### config.mk
export PLATFORM = sky130hd
export DESIGN_NAME = video_timing_gen
export DESIGN_NICKNAME = d
export VERILOG_FILES = /design/src/rtl/video_timing_gen.sv
export SDC_FILE = /design/constraint.sdc
export NUM_CORES = 1
export LEC_CHECK = 0
export BUFFER_PORTS_ARGS = -buffer_cell sky130_fd_sc_hd__buf_2
export CAP_MARGIN = 25
export CORE_ASPECT_RATIO = 0.75
export CORE_UTILIZATION = 25
export DETAILED_ROUTE_END_ITERATION = 10
export SYNTH_ARGS = -nofsm -noshare
export SYNTH_HDL_FRONTEND = slang
export SYNTH_SLANG_ARGS = --single-unit
### constraint.sdc
create_clock -name clk -period 2.5 [get_ports clk]
set_input_delay 0.5 -clock clk [delete_from_list [all_inputs] [get_ports clk]]
set_output_delay 0.5 -clock clk [all_outputs]
set_load 0.05 [all_outputs]
### src/rtl/video_timing_gen.sv
// Raster timing generator: pixel-tick divider, x/y counters, registered sync/blank flags and strobes.
// Optional completed-frame counter is built when VTG_FRAME_CNT_EN is defined; otherwise frame_cnt is tied to 0.
module video_timing_gen #(
    parameter int H_DISPLAY  = 640,
    parameter int H_FRONT    = 16,
    parameter int H_SYNC     = 96,
    parameter int H_BACK     = 48,
    parameter int V_DISPLAY  = 480,
    parameter int V_FRONT    = 10,
    parameter int V_SYNC     = 2,
    parameter int V_BACK     = 33,
    parameter int CLK_DIV    = 4,
    parameter int H_SYNC_POL = 0,
    parameter int V_SYNC_POL = 0,
    parameter int CW         = 10,
    parameter int FRAME_W    = 8
) (
    input  logic               clk,
    input  logic               reset,
    input  logic               en,
    output logic               p_tick,
    output logic [CW-1:0]      x,
    output logic [CW-1:0]      y,
    output logic               video_on,
    output logic               hblank,
    output logic               vblank,
    output logic               hsync,
    output logic               vsync,
    output logic               line_start,
    output logic               frame_start,
    output logic [FRAME_W-1:0] frame_cnt
);

    localparam int H_TOTAL = H_DISPLAY + H_FRONT + H_SYNC + H_BACK;
    localparam int V_TOTAL = V_DISPLAY + V_FRONT + V_SYNC + V_BACK;
    localparam int DIV_W   = (CLK_DIV > 1) ? $clog2(CLK_DIV) : 1;

    localparam logic [DIV_W-1:0] DIV_LAST = DIV_W'(CLK_DIV - 1);
    localparam logic [DIV_W-1:0] DIV_ZERO = {DIV_W{1'b0}};
    localparam logic [DIV_W-1:0] DIV_ONE  = DIV_W'(1'b1);
    localparam logic [CW-1:0]    CW_ZERO  = {CW{1'b0}};
    localparam logic [CW-1:0]    CW_ONE   = CW'(1'b1);
    localparam logic [CW-1:0]    H_LAST   = CW'(H_TOTAL - 1);
    localparam logic [CW-1:0]    V_LAST   = CW'(V_TOTAL - 1);
    localparam logic [CW-1:0]    H_VIS    = CW'(H_DISPLAY);
    localparam logic [CW-1:0]    V_VIS    = CW'(V_DISPLAY);
    localparam logic [CW-1:0]    HS_FIRST = CW'(H_DISPLAY + H_FRONT);
    localparam logic [CW-1:0]    HS_LAST  = CW'(H_DISPLAY + H_FRONT + H_SYNC - 1);
    localparam logic [CW-1:0]    VS_FIRST = CW'(V_DISPLAY + V_FRONT);
    localparam logic [CW-1:0]    VS_LAST  = CW'(V_DISPLAY + V_FRONT + V_SYNC - 1);
    localparam logic             H_ACT    = (H_SYNC_POL != 0);
    localparam logic             V_ACT    = (V_SYNC_POL != 0);

    generate
        if ((longint'(H_TOTAL - 1) >= (longint'(1) << CW)) ||
            (longint'(V_TOTAL - 1) >= (longint'(1) << CW)) || (CLK_DIV < 1)) begin : g_bad_cfg
            $fatal(1, "video_timing_gen: geometry does not fit CW bits or CLK_DIV is zero");
        end
    endgenerate

    logic [DIV_W-1:0] div_r;
    logic [DIV_W-1:0] div_nxt_s;
    logic [CW-1:0]    x_r;
    logic [CW-1:0]    y_r;
    logic [CW-1:0]    x_nxt_s;
    logic [CW-1:0]    y_nxt_s;
    logic             tick_s;
    logic             video_on_r;
    logic             hblank_r;
    logic             vblank_r;
    logic             hsync_r;
    logic             vsync_r;
    logic             video_on_nxt_s;
    logic             hblank_nxt_s;
    logic             vblank_nxt_s;
    logic             hsync_nxt_s;
    logic             vsync_nxt_s;

    assign tick_s = en && (div_r == DIV_LAST) && !reset;

    // Next divider phase and raster position; all hold while en is low
    always_comb begin
        div_nxt_s = div_r;
        x_nxt_s   = x_r;
        y_nxt_s   = y_r;
        if (en) begin
            if (div_r == DIV_LAST) begin
                div_nxt_s = DIV_ZERO;
            end else begin
                div_nxt_s = div_r + DIV_ONE;
            end
        end else begin
            div_nxt_s = div_r;
        end
        if (tick_s) begin
            if (x_r == H_LAST) begin
                x_nxt_s = CW_ZERO;
                if (y_r == V_LAST) begin
                    y_nxt_s = CW_ZERO;
                end else begin
                    y_nxt_s = y_r + CW_ONE;
                end
            end else begin
                x_nxt_s = x_r + CW_ONE;
                y_nxt_s = y_r;
            end
        end else begin
            x_nxt_s = x_r;
            y_nxt_s = y_r;
        end
    end

    // Flags decoded from the next position so the registered copies line up with x/y
    always_comb begin
        video_on_nxt_s = (x_nxt_s < H_VIS) && (y_nxt_s < V_VIS);
        hblank_nxt_s   = (x_nxt_s >= H_VIS);
        vblank_nxt_s   = (y_nxt_s >= V_VIS);
        hsync_nxt_s    = ((x_nxt_s >= HS_FIRST) && (x_nxt_s <= HS_LAST)) ? H_ACT : ~H_ACT;
        vsync_nxt_s    = ((y_nxt_s >= VS_FIRST) && (y_nxt_s <= VS_LAST)) ? V_ACT : ~V_ACT;
    end

    // Divider, counters and registered flags
    always_ff @(posedge clk) begin
        if (reset) begin
            div_r      <= DIV_ZERO;
            x_r        <= CW_ZERO;
            y_r        <= CW_ZERO;
            video_on_r <= 1'b1;
            hblank_r   <= 1'b0;
            vblank_r   <= 1'b0;
            hsync_r    <= ~H_ACT;
            vsync_r    <= ~V_ACT;
        end else begin
            div_r      <= div_nxt_s;
            x_r        <= x_nxt_s;
            y_r        <= y_nxt_s;
            video_on_r <= video_on_nxt_s;
            hblank_r   <= hblank_nxt_s;
            vblank_r   <= vblank_nxt_s;
            hsync_r    <= hsync_nxt_s;
            vsync_r    <= vsync_nxt_s;
        end
    end

`ifdef VTG_FRAME_CNT_EN
    localparam logic [FRAME_W-1:0] FRAME_ZERO = {FRAME_W{1'b0}};
    localparam logic [FRAME_W-1:0] FRAME_ONE  = FRAME_W'(1'b1);

    logic [FRAME_W-1:0] frame_cnt_r;

    // Count frames on the tick that wraps the raster back to the origin
    always_ff @(posedge clk) begin
        if (reset) begin
            frame_cnt_r <= FRAME_ZERO;
        end else if (tick_s && (x_r == H_LAST) && (y_r == V_LAST)) begin
            frame_cnt_r <= frame_cnt_r + FRAME_ONE;
        end else begin
            frame_cnt_r <= frame_cnt_r;
        end
    end

    assign frame_cnt = frame_cnt_r;
`else
    assign frame_cnt = {FRAME_W{1'b0}};
`endif

    assign p_tick      = tick_s;
    assign x           = x_r;
    assign y           = y_r;
    assign video_on    = video_on_r;
    assign hblank      = hblank_r;
    assign vblank      = vblank_r;
    assign hsync       = hsync_r;
    assign vsync       = vsync_r;
    assign line_start  = tick_s && (x_r == CW_ZERO);
    assign frame_start = tick_s && (x_r == CW_ZERO) && (y_r == CW_ZERO);

endmodule
==> metrics.md, run 1 <==
| Metric | Value |
|---|---|
| Synth Register Bits | `27` |
| Main synth FF type | `dfxtp_1` |
| Post-DP HPWL | `3130 µm` |
| Die footprint | `just under 0.007 mm²` |
| Num CTS Buffers | `3` |
| Initial core utilization | `0.268` |
| Rows | `24` |
| Netlist cell types | `between 40 and 50` |
| Routed wire length | `around 4100 µm` |
| Maximum clock rate | `approximately 420 MHz` |
| Io pins | `39` |
| Synthesized area | `0.00161 mm²` |
| CTS Sinks | `27` |
| Pleak | `around 0.84 nW` |
| FFs w/ async S/R, synth | `0` |
| Clock skew | `between 3 and 4 ps` |
| VDD IR max | `roughly 0.23 mV` |
| Vias in the first global route | `approximately 1300` |
| I/O Buffers | `30` |
| Worst setup SP type | `register` |
| CTS tree | `yes` |
| Crit path max-delay cell type | `or4b_4` |
| Critical Path RT | `around 2000 ps` |
| Worst EP arrival | `about 1900 ps` |
| Crit path cell chain | `inv_1, ha_1, or4b_4, nor4bb_4, buf_6` |
| Area growth, synth to finish | `22.1%` |
| Post-Synthesis Cells | `~190` |
| Cell taking the most area after synthesis | `dfxtp_1` |
| Nets | `approximately 240` |
| Setup TNS | `0 ps` |
| Die Wd | `roughly 95 µm` |
| Chip height | `~71 µm` |
| CP max FO | `7` |
| Wirelength per Cell | `between 10 and 15 µm` |
| Pin count of the biggest net entering global routing | `22` |
| Max Root-Sink Buffers | `2` |
| Vias/cell | `4.85` |
| Power Density | `slightly above 400 mW/mm²` |
| Yosys top cell area share | `0.336` |
| Max stage delay on crit path | `approximately 500 ps` |
| CTS Root Cell | `clkbuf_8` |
| Main area contributors after synthesis | `dfxtp_1 (34%), nor2_1 (5.6%), nand2_1 (5.1%)` |
| Reg2reg start | `div_r[0]$_SDFFE_PP0P_` |
| Crit end category | `primary output` |
| Initial antenna violation count | `0` |
| Final min period | `between 2000 and 2500 ps` |
| Seq/Total Area, Yosys | `0.336` |
| Fin util | `0.327` |
| Mapped Avg Cell Area | `approximately 8.3 µm²` |
| Post-Layout Cell Count | `310` |
| Worst skew pair latency | `about 280 ps` |
| First-pass GRT wire length | `roughly 7000 µm` |
| Max_cap viols | `0` |
| Cells after DPL | `approximately 300` |
| Routed vias | `between 1500 and 2000` |
| GRT Total Usage | `0.128` |
| Reg clk slew, reported paths | `~100 ps` |
| DRT Pass-1 Iters | `4` |
| # fillers | `653` |
| Slew of the pin with the lowest slew margin | `524 ps` |
| Hold Crit Class | `register to register` |
| Yosys warns | `0` |
| ANT cells | `0` |
| Total power draw | `807 µW` |
| Final setup violation count | `0` |
| DR DRC count | `0` |
| Commonest non-fill, non-tap cell in the layout | `buf_2` |
| Part of the cycle the worst path needs | `0.951` |
| Crit Path Class | `register to primary output` |
| CP delay by family, top | `simple AND/OR/NAND/NOR gates` |
| Commonest non-fill, non-tap cells in the layout | `buf_2 (29), nor2_1 (24), nand2_1 (22), dfxtp_1 (22)` |
| Crit path launch | `y[0]$_SDFF_PP0_` |
| Layout cells sized above 1 | `0.319` |
| Status | `finished, final reports clean` |
| RSZ-0062 raised after global routing | `true` |
| Number of synthesized flops with an enable pin | `0` |
| Core area | `about 0.0060 mm²` |
| Hold_sp | `y[0]$_SDFF_PP0_` |
| Antenna Violating Nets Remaining | `0` |
| Congestion Overflow GR | `0` |
| GPL Wtd Cong | `around 0.89` |
| H-tree lvl count | `1` |
| Final slew viol count | `0` |
| Buffers & Inverters on Critical Path | `2` |
| Rel. slew slack | `0.648` |
| Initial DRC Count | `87` |
| Hold Vio Cnt, Final | `0` |
-- layer usage --
layer  GRT usage  wire [µm]  part of all wire
met3      0.0308        310             0.075
met2       0.175       1660              0.40
met1       0.200       2130              0.52
met5           0          0                 0
met4      0.0253         29            0.0070
-- path summary, 6_finish.rpt --
check                           slack [ps]  cells after the start             endpoint
worst max register to register         170                      9  video_on$_SDFF_PP1_
worst min-delay path                   500                      2      y[0]$_SDFF_PP0_
worst max-delay path                   120                      5          frame_start
worst min register to register         500                      2      y[0]$_SDFF_PP0_
-- sequential cells by signal, summed over array words and instances, names as in the netlist --
register / flops
x: 10
y: 10
div_r: 2
hblank: 1
hsync: 1
vblank: 1
video_on: 1
vsync: 1
-- synthesized netlist by cell type (all sizes together) (4+ instances only) --
cell type	count
buf	13
nand4	7
nor4	8
xor2	5
nand3	9
nor2	25
ha	5
xnor2	6
or3	4
nor3	8
dfxtp	27
a21oi	12
nand2	22
inv	10
-- final cells by class --
| class | count | area, µm² | area share |
|---|---|---|---|
| Inverter | 10 | 37.5 | 0.0191 |
| Timing Repair Buffer | 42 | 246 | 0.126 |
| Clock buffer | 3 | 41.3 | 0.0210 |
| Sequential cell | 27 | 547 | 0.279 |
| Multi-Input combinational cell | 149 | 985 | 0.502 |
| Tap cell | 78 | 97.6 | 0.0497 |
| Clock inverter | 1 | 8.76 | 0.00446 |
-- cell families (layout without fill, tap and decap cells) --
| logic type | count (synthesis) | after routing | synth area share |
|---|---|---|---|
| xor gates and xnor gates | 11 | 11 | 0.0599 |
| muxes | 2 | 2 | 0.0125 |
| buffers and inverters | 25 | 56 | 0.0981 |
| other | 1 | 8 | 0.00233 |
| adders and majority gates | 5 | 5 | 0.0389 |
| AOI/OAI and AO/OA | 25 | 25 | 0.114 |
| DFF | 27 | 27 | 0.336 |
| and+or+nand+nor | 98 | 98 | 0.339 |
-- per-stage QoR --
stage                     area, µm²  setup WS [ps]  hold slack [ps]
after detailed placement       1860            166              489
final                          1960            123              498
after CTS                      1930           80.6              506
after global routing           1960          -24.8              532
after global placement         1860            207              480
after floorplan                1670          -11.6              465
-- worst reg2reg max path: stages, from the launching register on --
cell      delay [ps]
dfxtp_2          370
ha_4             150
nand3b_1         130
buf_4            160
buf_4            140
or4_4            600
nor3_4           210
xnor2_1          160
o41ai_4          270
nor2_2            50
-- power by group --
part	internal, mW	switching, mW
Clock	0.117	0.153
Sequential	0.438	0.00748
Combinational	0.0239	0.0669
-- timing repair --
item	in CTS	in global routing
setup buffers	1	2
pin swaps	1	3
resized for setup	3	5
endpoints found under the setup margin	1	2
hold buffers	0	0
cloned	0	0
(Power assumes the default switching activity.)
==> inputs of run 2 (changes only) <==
RECOVER_POWER = 25   (was unset)
TNS_END_PERCENT = 50   (was unset)
==> run 2 against run 1 <==
Net effect:
- core utilization down 0.69 points
- combinational power down 2.9%
- first-iteration DRC count down 14%
- largest power group unchanged
- via count down 1.5%
==> metrics.md, run 2 (synthesis results as in run 1) <==
| Metric | Value |
|---|---|
| Status | `finished, final reports clean` |
| Max_cap viols | `0 (unchanged)` |
| ANT cells | `0 (unchanged)` |
| Num CTS Buffers | `3 (unchanged)` |
| Crit Path Class | `register to primary output` |
| Pint | `576 µW (-0.58%)` |
| Hold Vio Cnt, Final | `0 (unchanged)` |
| Final slew viol count | `0 (unchanged)` |
| Die Wd | `94.6 µm (unchanged)` |
| CTS Sinks | `27 (unchanged)` |
| Combinational share of power | `0.111 (-0.002)` |
| # fillers | `656 (+0.46%)` |
| Nets | `239 (-0.83%)` |
| CP delay by family, top | `simple AND/OR/NAND/NOR gates` |
| Post-route setup slack | `129 ps (+5.89 ps)` |
| First-pass GRT wire length | `6810 µm (unchanged)` |
| Clock Power Share | `0.333 (-0.002)` |
| Critical Path RT | `2000 ps (about the same)` |
| CTS Root Cell | `clkbuf_8` |
| Die footprint | `0.00676 mm² (unchanged)` |
| Setup TNS | `0 ps (unchanged)` |
| Crit path cell chain | `ha_2, nand3b_1, nor4b_2, and3_4, nor4bb_4, buf_6` |
| H-tree lvl count | `1 (unchanged)` |
| Vias in the first global route | `1319 (unchanged)` |
| Crit path max-delay cell type | `dfxtp_1` |
| Initial core utilization | `0.268 (unchanged)` |
| Post-Layout Cell Count | `308 (-0.65%)` |
| Psw | `222 µW (-2.4%)` |
| Final instance area | `0.00192 mm² (-2.1%)` |
| Total power draw | `798 µW (-1.1%)` |
| Clock skew | `3.63 ps (-0.149 ps)` |
| Pin count of the biggest net entering global routing | `22 (unchanged)` |
| Wirelength per Cell | `13.3 µm (about the same)` |
| Worst setup SP type | `register` |
| Rel. slew slack | `0.592 (-0.0554)` |
| Power Density | `415 mW/mm² (+1.0%)` |
| Post-DP HPWL | `3130 µm (unchanged)` |
| Maximum clock rate | `422 MHz (+0.25%)` |
| VDD IR max | `0.214 mV (-6.2%)` |
| Final min period | `2370 ps (-5.89 ps)` |
| Part of the cycle the worst path needs | `0.948 (-0.00236)` |
| Congestion Overflow GR | `0 (unchanged)` |
| CP max FO | `5 (-2)` |
| Slew of the pin with the lowest slew margin | `614 ps (+90.1 ps)` |
| Place WS | `166 ps (unchanged)` |
| Hold Crit Class | `register to register` |
| Initial antenna violation count | `0 (unchanged)` |
| Fin util | `0.320 (-0.00688)` |
| Io pins | `39 (unchanged)` |
| Core area | `0.00601 mm² (unchanged)` |
| DR DRC count | `0 (unchanged)` |
| Buffers & Inverters on Critical Path | `1 (-1)` |
| Vias/cell | `4.81 (-0.82%)` |
| Switching share of power | `0.278 (-0.00375)` |
| Max Root-Sink Buffers | `2 (unchanged)` |
| Rows | `24 (unchanged)` |
| RSZ-0062 raised after global routing | `true` |
| Final hold slack | `498 ps (+0.441 ps)` |
| Routed vias | `1480 (-1.5%)` |
| DRT Pass-1 Iters | `4 (unchanged)` |
| Crit end category | `primary output` |
| I/O Buffers | `30 (unchanged)` |
| Antenna Violating Nets Remaining | `0 (unchanged)` |
| Routed wire length | `4100 µm (-0.65%)` |
| CTS hold repair buffers | `0 (unchanged)` |
| GRT Total Usage | `0.128 (unchanged)` |
| Seq pwr share | `0.556 (+0.003)` |
| GPL Wtd Cong | `0.892 (unchanged)` |
| Chip height | `71.5 µm (unchanged)` |
| Worst skew pair latency | `280 ps (about the same)` |
| Final setup violation count | `0 (unchanged)` |
| CTS tree | `yes` |
| Worst EP arrival | `1870 ps (about the same)` |
| Register area | `544 µm² (-0.46%)` |
| Placed instance area | `0.00186 mm² (unchanged)` |
| Reg clk slew, reported paths | `100 ps (about the same)` |
| Max stage delay on crit path | `370 ps (-130 ps)` |
| Cells after DPL | `303 (unchanged)` |
| Area of the multi-input gates | `975 µm² (-1.0%)` |
| Pleak | `0.788 nW (-5.9%)` |
| Initial DRC Count | `75 (-14%)` |
| Layout cells sized above 1 | `0.257 (-0.0624)` |
| Commonest non-fill, non-tap cells in the layout | `nor2_1 (24), dfxtp_1 (24), nand2_1 (22)` |
| Area growth, synth to finish | `19.5%` |
[run 2: cell types whose count changed in the layout (fill, tap and decap cells not counted), sizes merged]
| cell | before | now |
|---|---|---|
| buf | 42 | 29 |
| clkbuf | 3 | 14 |
[run 2: final cells by class]
| cell class | instances | share of cell area |
|---|---|---|
| inverters | 10 | 0.0195 |
| multi-input cells | 149 | 0.507 |
| clock inverters | 1 | 0.00456 |
| clock buffers | 3 | 0.0215 |
| repair buffers | 40 | 0.113 |
| flip-flops and latches | 27 | 0.283 |
| well taps | 78 | 0.0508 |
[run 2: worst paths after layout]
| path | from | end | slack, ps | depth (start not counted) |
|---|---|---|---|---|
| hold / removal | y[0]$_SDFF_PP0_ | y[0]$_SDFF_PP0_ | 500 | 2 |
| setup / recovery | div_r[0]$_SDFFE_PP0P_ | frame_start | 130 | 6 |
| hold reg to reg | y[0]$_SDFF_PP0_ | y[0]$_SDFF_PP0_ | 500 | 2 |
| setup reg to reg | div_r[0]$_SDFFE_PP0P_ | vsync$_SDFF_PP1_ | 200 | 8 |
[run 2: power by group through the flow]
stage	registers (mW)	clock network, mW	logic, mW
floorplan	0.469	0	0.0710
global placement	0.454	0	0.0881
detailed placement	0.454	0	0.0884
CTS	0.444	0.284	0.0890
global route	0.445	0.304	0.0951
finish	0.444	0.266	0.0882
[run 2: timing repair]
action	CTS	global route
resized for setup	3	2
buffers inserted	1	0
pin swaps	1	0
endpoints found under the setup margin	1	2
[run 2: worst reg2reg max path, stage by stage, from the launching register on]
cell      delay [ps]
dfxtp_1          370
ha_2             220
nand3b_1         140
buf_4            180
or4_4            590
nor3_4           210
xnor2_1          160
nor4_2           170
nand4_1          120
[run 2: per-layer routing]
layer	vias up	wire (µm)	GRT usage
met1	690	2190	0.200
met3	2	220	0.0308
met2	51	1670	0.175
li1	737	-	-
met5	-	0	0
met4	0	29	0.0253
